<file path="src/rtl/miso_tx_scheduler.sv">
// Round-robin scheduler that pops one packet at a time from the event/config
// FIFO and loads it into a single enabled, idle MISO UART transmitter.
module miso_tx_scheduler #(
    parameter int WIDTH    = 64,
    parameter int NUMPORTS = 4
) (
    input  logic                clk,
    input  logic                reset_n,
    input  logic [NUMPORTS-1:0] enable_miso,
    input  logic                fifo_empty,
    input  logic [WIDTH-1:0]    fifo_data,
    output logic                fifo_rd_en,
    input  logic [NUMPORTS-1:0] tx_busy,
    output logic [NUMPORTS-1:0] ld_tx_data,
    output logic [WIDTH-1:0]    tx_data,
    output logic [15:0]         tx_count
);

    localparam int PW = (NUMPORTS > 1) ? $clog2(NUMPORTS) : 1;

    typedef enum logic [1:0] {
        S_IDLE,
        S_FETCH,
        S_CAPTURE,
        S_LOAD
    } state_t;

    state_t                r_state;
    logic [PW-1:0]         r_last_port;
    logic [PW-1:0]         r_sel_port;
    logic                  r_just_loaded;
    logic                  r_fifo_rd_en;
    logic [NUMPORTS-1:0]   r_ld_tx_data;
    logic [WIDTH-1:0]      r_tx_data;
    logic [15:0]           r_tx_count;

    logic [NUMPORTS-1:0]   w_eligible;
    logic [PW-1:0]         w_idx;
    logic [PW-1:0]         w_sel;
    logic                  w_found;

    // The port loaded last cycle is masked until its tx_busy has had time to rise.
    always_comb begin
        w_eligible = '0;
        for (int p = 0; p < NUMPORTS; p++) begin
            w_eligible[p] = enable_miso[p] & ~tx_busy[p]
                          & ~(r_just_loaded & (r_last_port == PW'(p)));
        end
    end

    // NOTE: every combinational output gets a default before the loop so no latch is inferred.
    always_comb begin
        w_found = 1'b0;
        w_sel   = r_last_port;
        w_idx   = '0;
        for (int k = 1; k <= NUMPORTS; k++) begin
            w_idx = PW'((int'(r_last_port) + k) % NUMPORTS);
            if (!w_found && w_eligible[w_idx]) begin
                w_found = 1'b1;
                w_sel   = w_idx;
            end
        end
    end

    // NOTE: state is updated with non-blocking assignments only, so every branch sees pre-edge values.
    always_ff @(posedge clk) begin
        if (!reset_n) begin
            r_state       <= S_IDLE;
            r_last_port   <= PW'(NUMPORTS - 1);
            r_sel_port    <= '0;
            r_just_loaded <= 1'b0;
            r_fifo_rd_en  <= 1'b0;
            r_ld_tx_data  <= '0;
            r_tx_data     <= '0;
            r_tx_count    <= '0;
        end else begin
            // NOTE: strobes default low here so each is high for exactly one cycle.
            r_fifo_rd_en <= 1'b0;
            r_ld_tx_data <= '0;
            case (r_state)
                S_IDLE: begin
                    r_just_loaded <= 1'b0;
                    if (!fifo_empty && w_found) begin
                        r_sel_port   <= w_sel;
                        r_fifo_rd_en <= 1'b1;
                        r_state      <= S_FETCH;
                    end
                end
                S_FETCH: begin
                    r_state <= S_CAPTURE;
                end
                S_CAPTURE: begin
                    r_tx_data    <= fifo_data;
                    r_ld_tx_data <= NUMPORTS'(1) << r_sel_port;
                    r_state      <= S_LOAD;
                end
                S_LOAD: begin
                    r_last_port   <= r_sel_port;
                    r_just_loaded <= 1'b1;
                    r_tx_count    <= r_tx_count + 16'd1;
                    r_state       <= S_IDLE;
                end
                default: begin
                    r_state <= S_IDLE;
                end
            endcase
        end
    end

    assign fifo_rd_en = r_fifo_rd_en;
    assign ld_tx_data = r_ld_tx_data;
    assign tx_data    = r_tx_data;
    assign tx_count   = r_tx_count;

endmodule

</file>
<file path="config.mk">
export PLATFORM = sky130hd
export DESIGN_NAME = miso_tx_scheduler
export DESIGN_NICKNAME = d
export VERILOG_FILES = /design/src/rtl/miso_tx_scheduler.sv
export SDC_FILE = /design/constraint.sdc
export NUM_CORES = 1
export LEC_CHECK = 0
export CAP_MARGIN = 30
export CORE_MARGIN = 2
export CORE_UTILIZATION = 45
export CTS_CLUSTER_DIAMETER = 100
export DETAILED_ROUTE_END_ITERATION = 8
export GPL_TIMING_DRIVEN = 0
export PLACE_DENSITY = 0.92
export SKIP_CTS_REPAIR_TIMING = 1
export SLEW_MARGIN = 25
export SYNTH_ARGS = -nofsm -noshare
export SYNTH_HDL_FRONTEND = slang
export SYNTH_SLANG_ARGS = --single-unit
</file>
<file path="constraint.sdc">
create_clock -name clk -period 4.6 [get_ports clk]
set_clock_uncertainty 0.1 [all_clocks]
set_input_delay 1.15 -clock clk [delete_from_list [all_inputs] [get_ports clk]]
set_output_delay 1.15 -clock clk [all_outputs]
set_load 0.02 [all_outputs]
</file>
# == After elaboration in Yosys (flattened, before gate mapping) ==
# Index checks and enable logic that the tools add are counted.
# W data, S select, Z words.
# totals
register_bits,92
latch_bits,0
ramBits,0
rom_bits,0
inputBits,75
out_inout_bits,85
wordCells,79
mem_count,0
# op_classes
n_addsub,5
mul,0
n_div,0
order_cmp,4
eq_ne,7
shift,1
muxes,20
bitwise_logic,20
reduce_logical,14
# op_table
op,n
$add A16 B1 Y16 const B,1
$and A1 B1 Y1,12
$lt A2 B3 Y1 const B,4
$mux W2,5
$mux W1,9
$bmux W1 S2,4
$eq A2 B2 Y1 const B,4
$not A1 Y1,8
$pmux W2 S4,1
$reduce_and A2 Y1,3
$add A2 B1 Y2 const B,2
$add A2 B2 Y2 const B,2
$eq A2 B1 Y1 const B,2
$logic_and A1 B1 Y1,4
$logic_not A1 Y1,4
$logic_not A2 Y1,2
$shl A1 B2 Y4 const A,1
$ne A2 B2 Y1 const B,1
$pmux W1 S2,1
$reduce_bool A2 Y1,1

# == Longest topological paths before layout ==
# logic_depth
ltp_word,19
mapped_depth,8
mapped_depth_nobuf,8

# == Least setup slack after synthesis ==
# No wires, ideal clock.
# synth_timing
kind,input to register
startpoint,in enable_miso[3]
endpoint,reg r_sel_port[0]
setup_time_ps,59
arrival_ps,2311
t_required_ps,4441
setup_slack_ps,2130
path_stages,6
n_path_buf,0
path_cell_list,nor2b_1 > a21oi_1 > o21a_1 > o32a_1 > o41ai_1 > and2_1
# synth_via
elab_chain_cells,16
word_cells_on_any_way,26
cone_classes,mux: 16; bitwise: 2; reduce/logical: 8
# synth_rtl
item,line,source
from (decl),9,"input logic [NUMPORTS-1:0] enable_miso,"
$and A1 B1 Y1 *,46,w_eligible[p] = enable_miso[p] & ~tx_busy[p]
$and A1 B1 Y1 *,47,& ~(r_just_loaded & (r_last_port == PW'(p)));
$bmux W1 S2,58,if (!w_found && w_eligible[w_idx]) begin
$mux W1 (implied by the code),58,
$mux W1,58,
$logic_not A1 Y1,58,
$logic_and A1 B1 Y1,58,
$mux W1,58,
$logic_not A1 Y1,58,
$logic_and A1 B1 Y1,58,
$mux W1,58,
$logic_not A1 Y1,58,
$logic_and A1 B1 Y1,58,
$mux W1,58,
$logic_and A1 B1 Y1,83,if (!fifo_empty && w_found) begin
$reduce_and A2 Y1 (no source line),-,
to (signal assigned),84,r_sel_port <= w_sel;
to (decl),30,logic [PW-1:0] r_sel_port;
# Every way passes the cells marked *; elsewhere a longest branch is shown, timed or not. The select of a mux whose other input is x is not followed.
# A chain may end at the register's enable or synchronous reset.

# == Final worst setup path ==
# Ends and elaborated chain as after synthesis.

==> metrics.csv <==
metric,value,unit
top cells by area in the synthesized netlist,"dfxtp_1 (47%), mux2i_1 (17%), nor2b_1 (11%)",
vias per inst,4.97,
CP Buf/Inv Count,1,
initial cell density of the core,46.8,%
Hold Startpoint,tx_data[5],
crit path to,r_sel_port[0],
Synth warnings,0,
post-route cell area,5800,um2
IO Pins,160,
die span in y,96.9,um
leakage power,2.04,nW
die area,9390,um2
setup TNS,0,ns
critical path startpoint,enable_miso[3],
Reg area,1840,um2
reg2reg start,r_last_port[0],
drt total wl,9720,um
PwrDens,437,nW/um2
antenna violations before repair,0,
Final #Nets,625,
Syn-to-layout area delta,49.2,%
crit-path leading delay family,compound AO/OA/AOI/OAI gates,
Fmax achieved,0.357,GHz
CTS tree,yes,
layout cells sized above 1,5.86,%
CTS Buf Count,9,
CP Depth,7,
largest net degree at the start of global routing,17,
Crit Path Class,in2reg,
"Seq/Total Area, Yosys",47.4,%
Ant. Diodes,0,
worst-path maximum fanout,3,
syn_nets,456,
max incr delay on CP,0.44,ns
run status,completed,
Final Max Tran Viols,0,
core box area,8300,um2
Synth Area per Inst,10.4,um2
Synth cell types,41,
"Remaining Overflow, GRT",0,
Rows,33,
Synth Register Bits,92,
Clock transition at path regs,0.10,ns
FF-to-FF End,r_sel_port[0],
Port Buffer Count,158,
Antenna Violating Nets Remaining,0,
post-place setup slack,1.48,ns
placed cell areas,5600,um2
Sink Count,92,
dominant cell by count in the synthesized netlist,dfxtp_1,
fin crit share,60.9,%
worst hold margin,0.423,ns
Arrival @ worst endpoint,3.00,ns
Post-synth EDFFs,0,
final hold vios,0,
RSZ-0062 raised after global routing,no,
asr flop ratio synth,0,%
"Top FF cell, synth",dfxtp_1,
DRC,0,
max-cap viol count,0,
"Worst Setup Slack, final",1.80,ns
Setup-failing EPs final,0,
DR pass1 iterations,4,
Initial DRC Count,83,
CTS root buffer,clkbuf_8,
total number of vias,3237,
CTS max path bufs,2,
worst-margin pin slew,0.477,ns
placed insts,635,
critical path cell sequence,clkdlybuf4s50_1 > nor2b_1 > a21oi_1 > o21a_1 > o32a_1 > o41ai_1 > and2_1,
Die X,96.9,um
routability cong.,0.931,
cell area after synthesis,3880,um2
relative slew slack,68.1,%
GRT Util Overall,20.7,%
critical path data required time,4.80,ns
leading area contributor after synthesis,dfxtp_1,
Min-Delay Path Class,reg2reg,
# H-tree levels,3,
Reg2Reg Depth,8,
CP Capture Type,flop,
Layout Cells excl Fill,651,
multi-input logic area,1910,um2
post-detail-place hpwl,7430,um
vias in the first global route,3418,
Worst-Skew Late Latency,0.35,ns
Max VDD drop,268,uV
WL/cell,14.9,um
fin crit period,2.80,ns
global-route wire length before repair,16200,um
CP startpoint kind,primary input,
r2r setup slk,2.08,ns
FILL cells,649,
Synth top area share,47.4,%
CP max-delay cell,clkdlybuf4s50_1,
Synth top cells by count,"dfxtp_1 (92), nor2b_1 (70), mux2i_1 (67)",
Post-Synthesis Cells,372,
## tightest hold or removal path, delay by kind of cell (launching register included)
| kind | cells | cell delay, ns |
|---|---|---|
| and+or+nand+nor | 1 | 0.09 |
| muxes | 1 | 0.06 |
| DFF | 1 | 0.34 |
## cell usage in the layout, fill, tap and decap left out, types with 6 or more instances in the layout
cell / count
dfxtp_1: 92
clkbuf_8: 9
buf_2: 7
clkbuf_1: 11
inv_1: 8
nand2_1: 12
clkdlybuf4s50_1: 158
nor2b_1: 70
mux2i_1: 67
xnor2_1: 11
and2_1: 15
nor3_1: 6
o21ai_0: 6
nand3_1: 11
ha_1: 9
## flip-flops by register name (all words and copies together), names as in the netlist
signal         count
tx_count          16
r_sel_port         2
tx_data           64
r_last_port        2
r_just_loaded      1
r_state            2
fifo_rd_en         1
ld_tx_data         4
## layout make-up
class | count | share of cell area [%]
Buffer | 20 | 1.71
Clock buffer | 10 | 2.20
Clock inverter | 6 | 1.23
Inverter | 8 | 0.518
Multi-Input combinational cell | 252 | 33.0
Sequential cell | 92 | 31.8
Tap cell | 105 | 2.27
Timing Repair Buffer | 158 | 27.3
## how the worst min path moves through the flow
stage,to,slack (ns),cells past startpoint
3_3_place_gp,ld_tx_data[2],0.38,1
3_5_place_dp,tx_data[1],0.40,2
5_1_grt,tx_data[62],0.45,2
4_1_cts,tx_data[1],0.43,2
6_report,tx_data[5],0.42,2
2_1_floorplan,ld_tx_data[2],0.34,1
## cells by family (layout without fill, tap and decap cells)
logic type	Yosys count	count (layout)	synth area share (%)
flops	92	92	47.4
simple gates	136	136	20.8
mux	67	67	17.3
fa+ha+maj	9	9	2.90
buf+inv	28	202	3.32
xor+xnor	14	14	3.16
compound gates	26	26	5.12
## stage by stage
| stage | utilization [%] | power, W |
|---|---|---|
| 4_1_cts | 69.8 | 0.00256 |
| 3_5_place_dp | 67.5 | 0.00201 |
| 6_report | 69.8 | 0.00253 |
| 3_3_place_gp | 67.5 | 0.00197 |
| 5_1_grt | 69.8 | 0.00267 |
| 2_1_floorplan | - | 0.00162 |
## where the power goes
group	total, W	internal, W	switching [W]
Sequential	0.00101	0.000923	0.0000820
Combinational	0.000986	0.000501	0.000484
Clock	0.000544	0.000256	0.000287
Total	0.00253	0.00168	0.000854
## layer usage
layer / vias to the layer above / routed length [um] / GRT usage, %
met1: 1520 / 3970 / 23.4
met3: 16 / 561 / 5.56
li1: 1593 / - / -
met5: - / 0 / 0
met4: 0 / 201 / 8.88
met2: 108 / 4980 / 36.5
Note: power is estimated with default switching activity, not from simulation.
